[src/rtl/immu_tlb_walker.sv]
// Instruction-MMU TLB walker: scans TLB entries one per cycle and judges hit/permission on the first match.
// Latency k+2 cycles for a decision on entry k, ENTRIES+1 on a miss; DONE holds the result until Resp_Ready.

// Fallback exception codes when the shared MMU define file has not been included ahead of this file.
`ifndef ISI
`define ISI 5'd3
`endif
`ifndef ITLB
`define ITLB 5'd14
`endif

module immu_tlb_walker #(
  parameter int ENTRIES = 16,
  parameter int IDX_W   = 4
) (
  input  logic             clk,
  input  logic             rst_n,
  input  logic             Req_Valid,
  output logic             Req_Ready,
  input  logic [31:0]      EA,
  input  logic             AS,
  input  logic             MSR_PR,
  input  logic [7:0]       PID0,
  input  logic [7:0]       PID1,
  input  logic [7:0]       PID2,
  output logic             TLB_Rd_En,
  output logic [IDX_W-1:0] TLB_Rd_Idx,
  input  logic             TLB_entry_V,
  input  logic             TLB_entry_TS,
  input  logic [7:0]       TLB_entry_TID,
  input  logic [19:0]      TLB_entry_EPN,
  input  logic [19:0]      TLB_entry_RPN,
  input  logic [5:0]       TLB_entry_PERMIS,
  input  logic             Flush,
  output logic             Resp_Valid,
  input  logic             Resp_Ready,
  output logic [31:0]      Resp_PA,
  output logic [4:0]       Resp_Exception,
  output logic [IDX_W-1:0] Resp_Idx
);

  typedef enum logic [1:0] {IDLE, SCAN, DONE} state_t;

  state_t           state, state_nxt;
  // One extra bit: cnt == ENTRIES marks "all reads issued, last entry under evaluation".
  logic [IDX_W:0]   cnt, cnt_nxt;
  logic [31:0]      ea_q;
  logic             as_q, pr_q;
  logic [7:0]       pid0_q, pid1_q, pid2_q;
  logic [31:0]      pa_q, pa_nxt;
  logic [4:0]       exc_q, exc_nxt;
  logic [IDX_W-1:0] idx_q, idx_nxt;

  logic             accept;
  logic             eval_vld;
  logic [IDX_W-1:0] eval_idx;
  logic             tid_ok, match, perm_ok;
  logic             unused_perm;

  // Only the execute bits (SX, UX) matter for instruction fetch.
  assign unused_perm = ^TLB_entry_PERMIS[5:2];

  assign accept   = (state == IDLE) && Req_Valid && !Flush;
  assign eval_vld = (state == SCAN) && (cnt != '0);
  assign eval_idx = IDX_W'(cnt - 1'b1);

  assign tid_ok  = (TLB_entry_TID == 8'd0) || (TLB_entry_TID == pid0_q) ||
                   (TLB_entry_TID == pid1_q) || (TLB_entry_TID == pid2_q);
  assign match   = TLB_entry_V && (TLB_entry_TS == as_q) && tid_ok &&
                   (TLB_entry_EPN == ea_q[31:12]);
  assign perm_ok = pr_q ? TLB_entry_PERMIS[0] : TLB_entry_PERMIS[1];

  assign Req_Ready      = (state == IDLE);
  assign TLB_Rd_En      = (state == SCAN) && !cnt[IDX_W];
  assign TLB_Rd_Idx     = TLB_Rd_En ? cnt[IDX_W-1:0] : '0;
  assign Resp_Valid     = (state == DONE);
  assign Resp_PA        = pa_q;
  assign Resp_Exception = exc_q;
  assign Resp_Idx       = idx_q;

  always_comb begin
    state_nxt = state;
    cnt_nxt   = cnt;
    pa_nxt    = pa_q;
    exc_nxt   = exc_q;
    idx_nxt   = idx_q;
    case (state)
      IDLE: begin
        if (Req_Valid) begin
          state_nxt = SCAN;
          cnt_nxt   = '0;
        end
      end
      SCAN: begin
        if (eval_vld && match) begin
          state_nxt = DONE;
          idx_nxt   = eval_idx;
          if (perm_ok) begin
            pa_nxt  = {TLB_entry_RPN, ea_q[11:0]};
            exc_nxt = 5'd0;
          end else begin
            pa_nxt  = 32'd0;
            exc_nxt = `ISI;
          end
        end else if (cnt[IDX_W]) begin
          state_nxt = DONE;
          pa_nxt    = 32'd0;
          exc_nxt   = `ITLB;
          idx_nxt   = '0;
        end else begin
          cnt_nxt = cnt + 1'b1;
        end
      end
      DONE: begin
        if (Resp_Ready) state_nxt = IDLE;
      end
      default: state_nxt = IDLE;
    endcase
    if (Flush) begin
      state_nxt = IDLE;
      cnt_nxt   = '0;
    end
  end

  always_ff @(posedge clk or negedge rst_n) begin
    if (!rst_n) begin
      state  <= IDLE;
      cnt    <= '0;
      pa_q   <= 32'd0;
      exc_q  <= 5'd0;
      idx_q  <= '0;
    end else begin
      state  <= state_nxt;
      cnt    <= cnt_nxt;
      pa_q   <= pa_nxt;
      exc_q  <= exc_nxt;
      idx_q  <= idx_nxt;
    end
  end

  always_ff @(posedge clk or negedge rst_n) begin
    if (!rst_n) begin
      ea_q   <= 32'd0;
      as_q   <= 1'b0;
      pr_q   <= 1'b0;
      pid0_q <= 8'd0;
      pid1_q <= 8'd0;
      pid2_q <= 8'd0;
    end else if (accept) begin
      ea_q   <= EA;
      as_q   <= AS;
      pr_q   <= MSR_PR;
      pid0_q <= PID0;
      pid1_q <= PID1;
      pid2_q <= PID2;
    end
  end

endmodule

[config.mk]
export PLATFORM = sky130hd
export DESIGN_NAME = immu_tlb_walker
export DESIGN_NICKNAME = d
export VERILOG_FILES = /design/src/rtl/immu_tlb_walker.sv
export SDC_FILE = /design/constraint.sdc
export NUM_CORES = 1
export LEC_CHECK = 0
export BUFFER_PORTS_ARGS = -buffer_cell sky130_fd_sc_hd__buf_2
export CORE_ASPECT_RATIO = 1.25
export CORE_UTILIZATION = 50
export DETAILED_ROUTE_END_ITERATION = 8
export GPL_TIMING_DRIVEN = 0
export HOLD_SLACK_MARGIN = 0.05
export PLACE_DENSITY = 0.8
export SYNTH_ARGS = -nofsm -noshare
export SYNTH_HDL_FRONTEND = slang
export SYNTH_SLANG_ARGS = --single-unit
export TNS_END_PERCENT = 5
[constraint.sdc]
create_clock -name clk -period 2.67 [get_ports clk]
set_clock_uncertainty 0.05 [all_clocks]
set_input_delay 0.267 -clock clk [delete_from_list [all_inputs] [get_ports clk]]
set_output_delay 0.267 -clock clk [all_outputs]
set_load 0.02 [all_outputs]
---- Word-level counts from Yosys, hierarchy flattened ----
Index checks and enable logic that the tools add are counted.
storage, ports and cells
  flip-flop bits (word level) ............. 106
  input port bits ......................... 119
  output and inout port bits .............. 48
  word-level logic and storage cells ...... 69
operators by class
  $add $sub $neg .......................... 2
  equality and inequality tests ........... 12
  muxes and demuxes ....................... 21
  reductions and logical operators ........ 22
operator list
  kind                                                                 number
  32-bit 2-to-1 mux                                                    3
  5-bit 2-to-1 mux                                                     6
  8-bit == test                                                        3
  20-bit == test                                                       1
  2-bit 2-to-1 mux                                                     6
  4-bit 2-to-1 mux                                                     3
  5-bit one-hot mux with 2 select lines                                1
  1-bit logical AND                                                    8
  8-bit zero test                                                      1
  3-bit by 2-bit != test with 1-bit output (second input constant)     2
  3-bit != test (second input constant)                                2
  2-bit one-hot mux with 3 select lines                                1
  3-bit AND reduction                                                  2
  5-bit by 1-bit adder with 5-bit output (second input constant)       1
  5-bit nonzero test                                                   1
  4-bit by 3-bit != test with 1-bit output (second input constant)     1
  4-bit AND reduction                                                  1
  4-bit by 1-bit subtractor with 4-bit output (second input constant)  1
  1-bit logical OR                                                     3
  3-bit nonzero test                                                   1
  2-bit by 1-bit == test with 1-bit output (second input constant)     1
  2-bit == test (second input constant)                                1
  1-bit zero test                                                      2
  2-bit zero test                                                      1
  other kinds (4)                                                      4

---- Logic depth before layout (Yosys ltp) ----
  depth in word-level cells ............... 10
  mapped depth ............................ 9

---- Least setup slack after synthesis ----
Ideal clock, no wire load.
  kind .................................... flip-flop to flip-flop
  from .................................... reg cnt[0]
  to ...................................... reg pa_q[22] (netlist: Resp_PA[22])
  setup time .............................. 0.121 ns
  arrival time ............................ 2.068 ns
  slack ................................... 0.431 ns
  stages on the path, launching flop included .. 10
  clock period less this slack ............ 2.239 ns
  cell sequence ........................... dfrtp_1 -> inv_1 -> ha_1 -> or4b_2 -> nand4_1 -> a2111oi_4 -> nor2b_1 -> buf_2 -> buf_4 -> a22o_1
on the way
  longest elaborated chain between the ends .. 5
ends and longest elaborated chain
  item                                  RTL line  RTL
  start, declared                       46        logic [IDX_W:0] cnt, cnt_nxt;
  start signal, assigned                134       cnt <= cnt_nxt;
  5-bit nonzero test (*)                64        assign eval_vld = (state == SCAN) && (cnt != '0);
  1-bit logical AND (*)                 64
  1-bit logical AND (*)                 95        if (eval_vld && match) begin
  2-bit nonzero test (no source line)   --
  2-bit AND reduction (no source line)  --
  end signal, assigned                  135       pa_q <= pa_nxt;
  end, declared                         50        logic [31:0] pa_q, pa_nxt;
Every way passes the cells marked *; elsewhere a longest branch is shown, timed or not.
A chain may end at the register's enable or synchronous reset.

---- Final worst setup path ----
  from .................................... reg cnt[0]
  to ...................................... reg pa_q[20] (netlist: Resp_PA[20])
Same word-level chain as after synthesis.

==> impl_metrics.json <==
{
  "cap_violations": 0,
  "antenna_found_initial": 1,
  "ys_dominant_reg_cell": "dfrtp_1",
  "ys_seq_area_share_pct": 56.2,
  "slew_headroom_pct": 56.1,
  "clock_latency_ns": 0.37,
  "async_flop_share_pct": 100,
  "ys_ff_latch": 104,
  "grt_first_pass_wirelength_mm": 16.5,
  "cpPeakStageDelay_ns": 0.64,
  "fin_crit_ns": 2.54,
  "drc": 0,
  "crit_fanout": 10,
  "clkSinkCount": 104,
  "ir_drop_mv": 0.398,
  "rsz0062_at_grt": "false",
  "drive_gt1_share_pct": 48.2,
  "h-tree-depth": 3,
  "cts_buffer_depth": 2,
  "fill_cells": 682,
  "grt_pass1_vias": 3441,
  "core_region_area_um2": 8840,
  "ys_warn_count": 0,
  "wl_mm": 10.6,
  "num_io_pins": 167,
  "grt-ovfl-total": 0,
  "synthesis.nets": 470,
  "start_util_pct": 52.3,
  "max_freq_mhz": 394,
  "tightest_slew_ns": 0.659,
  "maxSlewViolCount": 0,
  "cts_root_buffer": "clkbuf_8",
  "cts_made_buffers": 9,
  "setup_viol_count_final": 0,
  "rows": 38,
  "crit_type": "reg -> reg",
  "grt_use_total_pct": 22.7,
  "grt_max_degree": 57,
  "worstSetupStartpointType": "register",
  "gp_congestion": 0.829,
  "crit_slowest_cell": "or4b_2",
  "cts_tree": "built",
  "wire_per_inst_um": 16.3,
  "end_kind": "register",
  "status": "complete, no violations",
  "path_cells": "inv_1 -> ha_1 -> or4b_2 -> nand4_1 -> a2111oi_4 -> nor2b_1 -> buf_2 -> buf_4 -> a22o_1",
  "powerDensity_nw_per_um2": 585,
  "fin_tns_setup_ns": 0,
  "die_w_um": 88.1,
  "die_y_um": 110,
  "synth-edff-count": 0,
  "avgSynthCellArea_um2": 13.3,
  "drt-pass1-iter-count": 4,
  "via_count": 3415,
  "worstHoldPathType": "in -> reg",
  "final_hold_viol_count": 0,
  "drt_iter0_drc": 98,
  "yosysUniqueCellTypes": 40,
  "die-area_um2": 9650,
  "via_per_inst": 5.24,
  "fin_util_pct": 66.5,
  "ant_nets": 0,
  "fin_nets": 650,
  "syn2layout_area_growth_pct": 27.1,
  "post-route-period-util_pct": 95.0,
  "clk_pin_slew_ns": 0.10,
  "syn_inst": 348,
  "power.leakage_nw": 2.96,
  "dp_hpwl_mm": 7.95,
  "required_ns": 2.87,
  "cp.arrival_ns": 2.73,
  "io_buffers": 161,
  "synth_area_um2": 4630
}
==> synthesized netlist by cell type (all sizes together), types with 2 or more instances <==
| library cell | instances | share of area (%) |
|---|---|---|
| xor2 | 40 | 7.6 |
| nand2b | 3 | 0.41 |
| buf | 12 | 1.5 |
| nand4 | 3 | 0.41 |
| and2 | 2 | 0.27 |
| a22o | 37 | 7.0 |
| nor4 | 12 | 1.6 |
| a22oi | 2 | 0.32 |
| nor2b | 3 | 0.41 |
| clkbuf | 7 | 0.57 |
| a21o | 6 | 0.97 |
| mux2 | 59 | 14 |
| inv | 3 | 0.24 |
| dfrtp | 104 | 56 |
| ha | 3 | 0.81 |
| nand3 | 3 | 0.32 |
| nand2 | 5 | 0.41 |
| nor3 | 7 | 0.76 |
| xnor2 | 7 | 1.3 |
| nor2 | 11 | 0.89 |
| a21oi | 2 | 0.22 |
==> cells by family after synthesis <==
| logic type | Yosys count | share of synthesized area [%] |
|---|---|---|
| other cells | 1 | 0.0810 |
| buf+inv | 22 | 2.35 |
| simple gates | 56 | 6.68 |
| flops | 104 | 56.2 |
| fa+ha+maj | 3 | 0.811 |
| mux | 60 | 14.6 |
| compound gates | 55 | 10.4 |
| xor+xnor | 47 | 8.89 |
==> worst max-delay path: cells and delay by family (launching register included) <==
| family | cells | cell delay (ns) |
|---|---|---|
| AO/OA/AOI/OAI | 2 | 0.29 |
| adder cells (fa/ha/maj) | 1 | 0.16 |
| flip-flops | 1 | 0.46 |
| AND/OR/NAND/NOR | 3 | 1.00 |
| buffers and inverters | 3 | 0.46 |
==> metrics by stage <==
step | hold WS (ns) | area (um2) | setup WS, ns | total power, mW | instances
after floorplan | -0.0786 | 4630 | 0.431 | 2.30 | 348
after global placement | 0.421 | 5580 | -0.0482 | 2.49 | 629
after detailed placement | 0.276 | 5610 | -0.0694 | 2.53 | 630
after CTS | 0.0513 | 5810 | 0.0238 | 3.45 | 645
after global routing | 0.0513 | 5880 | 0.00775 | 3.61 | 652
final | 0.0614 | 5880 | 0.134 | 3.44 | 652
==> cell usage in the layout, fill, tap and decap left out, types with 2 or more instances in the layout <==
master and count:
a21o_1 6, a21oi_1 2, a22o_1 37, a22oi_1 2
and2_1 2, buf_2 166, buf_4 8, clkbuf_1 9
clkbuf_8 9, clkinvlp_4 2, dfrtp_1 103, dlygate4sd3_1 5
ha_1 3, inv_1 3, mux2_2 59, nand2_1 5
nand2b_1 3, nand3_1 3, nand4_1 3, nor2_1 10
nor2b_1 3, nor3_1 7, nor4_1 11, xnor2_1 7
xor2_1 40
==> final timing paths <==
path	start	end	slack (ns)	cells after the start
min	TLB_entry_RPN[16]	Resp_PA[28]	0.06	2
max in group asynchronous	rst_n	cnt[0]	1.46	3
max reg2reg	cnt[0]	Resp_PA[20]	0.13	9
min reg2reg	ea_q[4]	Resp_PA[4]	0.45	1
min in group asynchronous	rst_n	ea_q[24]	0.41	2
max	cnt[0]	Resp_PA[20]	0.13	9
==> sequential cells by signal, summed over array words and instances, names as in the netlist <==
register and cells:
pid0_q 8, Resp_Idx 4, as_q 1, Resp_PA 32, pid2_q 8, Resp_Exception 3, pid1_q 8, cnt 5
state 2, pr_q 1, ea_q 32
==> repair_timing <==
action / CTS / global route
resized for setup: 2 / 4
endpoints found under the setup margin: 10 / 42
endpoints found under the hold margin: 48 / 4
hold buffers: 1 / 4
pin swaps: 0 / 1
setup buffers: 0 / 2
==> per-layer routing <==
layer,global-route usage [%],vias up,wire length [um]
met5,0,-,0
met4,9.91,0,254
met3,5.71,17,468
met2,38.4,94,5480
met1,27.3,1688,4410
li1,-,1616,-
==> cell type report <==
cell class,instances,area (um2),area share [%]
inverter,3,11.3,0.191
sequential,104,2600,44.3
antenna,1,2.50,0.0425
tap,120,150,2.55
timing repair buffer,169,901,15.3
buffer,19,97.6,1.66
multi-input combinational,222,1940,33.0
clock inverter,3,45.0,0.766
clock buffer,11,131,2.23
==> power by group <==
group | internal, mW | switching (mW)
clock network | 0.425 | 0.514
logic | 0.343 | 0.245
registers | 1.78 | 0.136
Note: power is estimated with default switching activity, not from simulation.
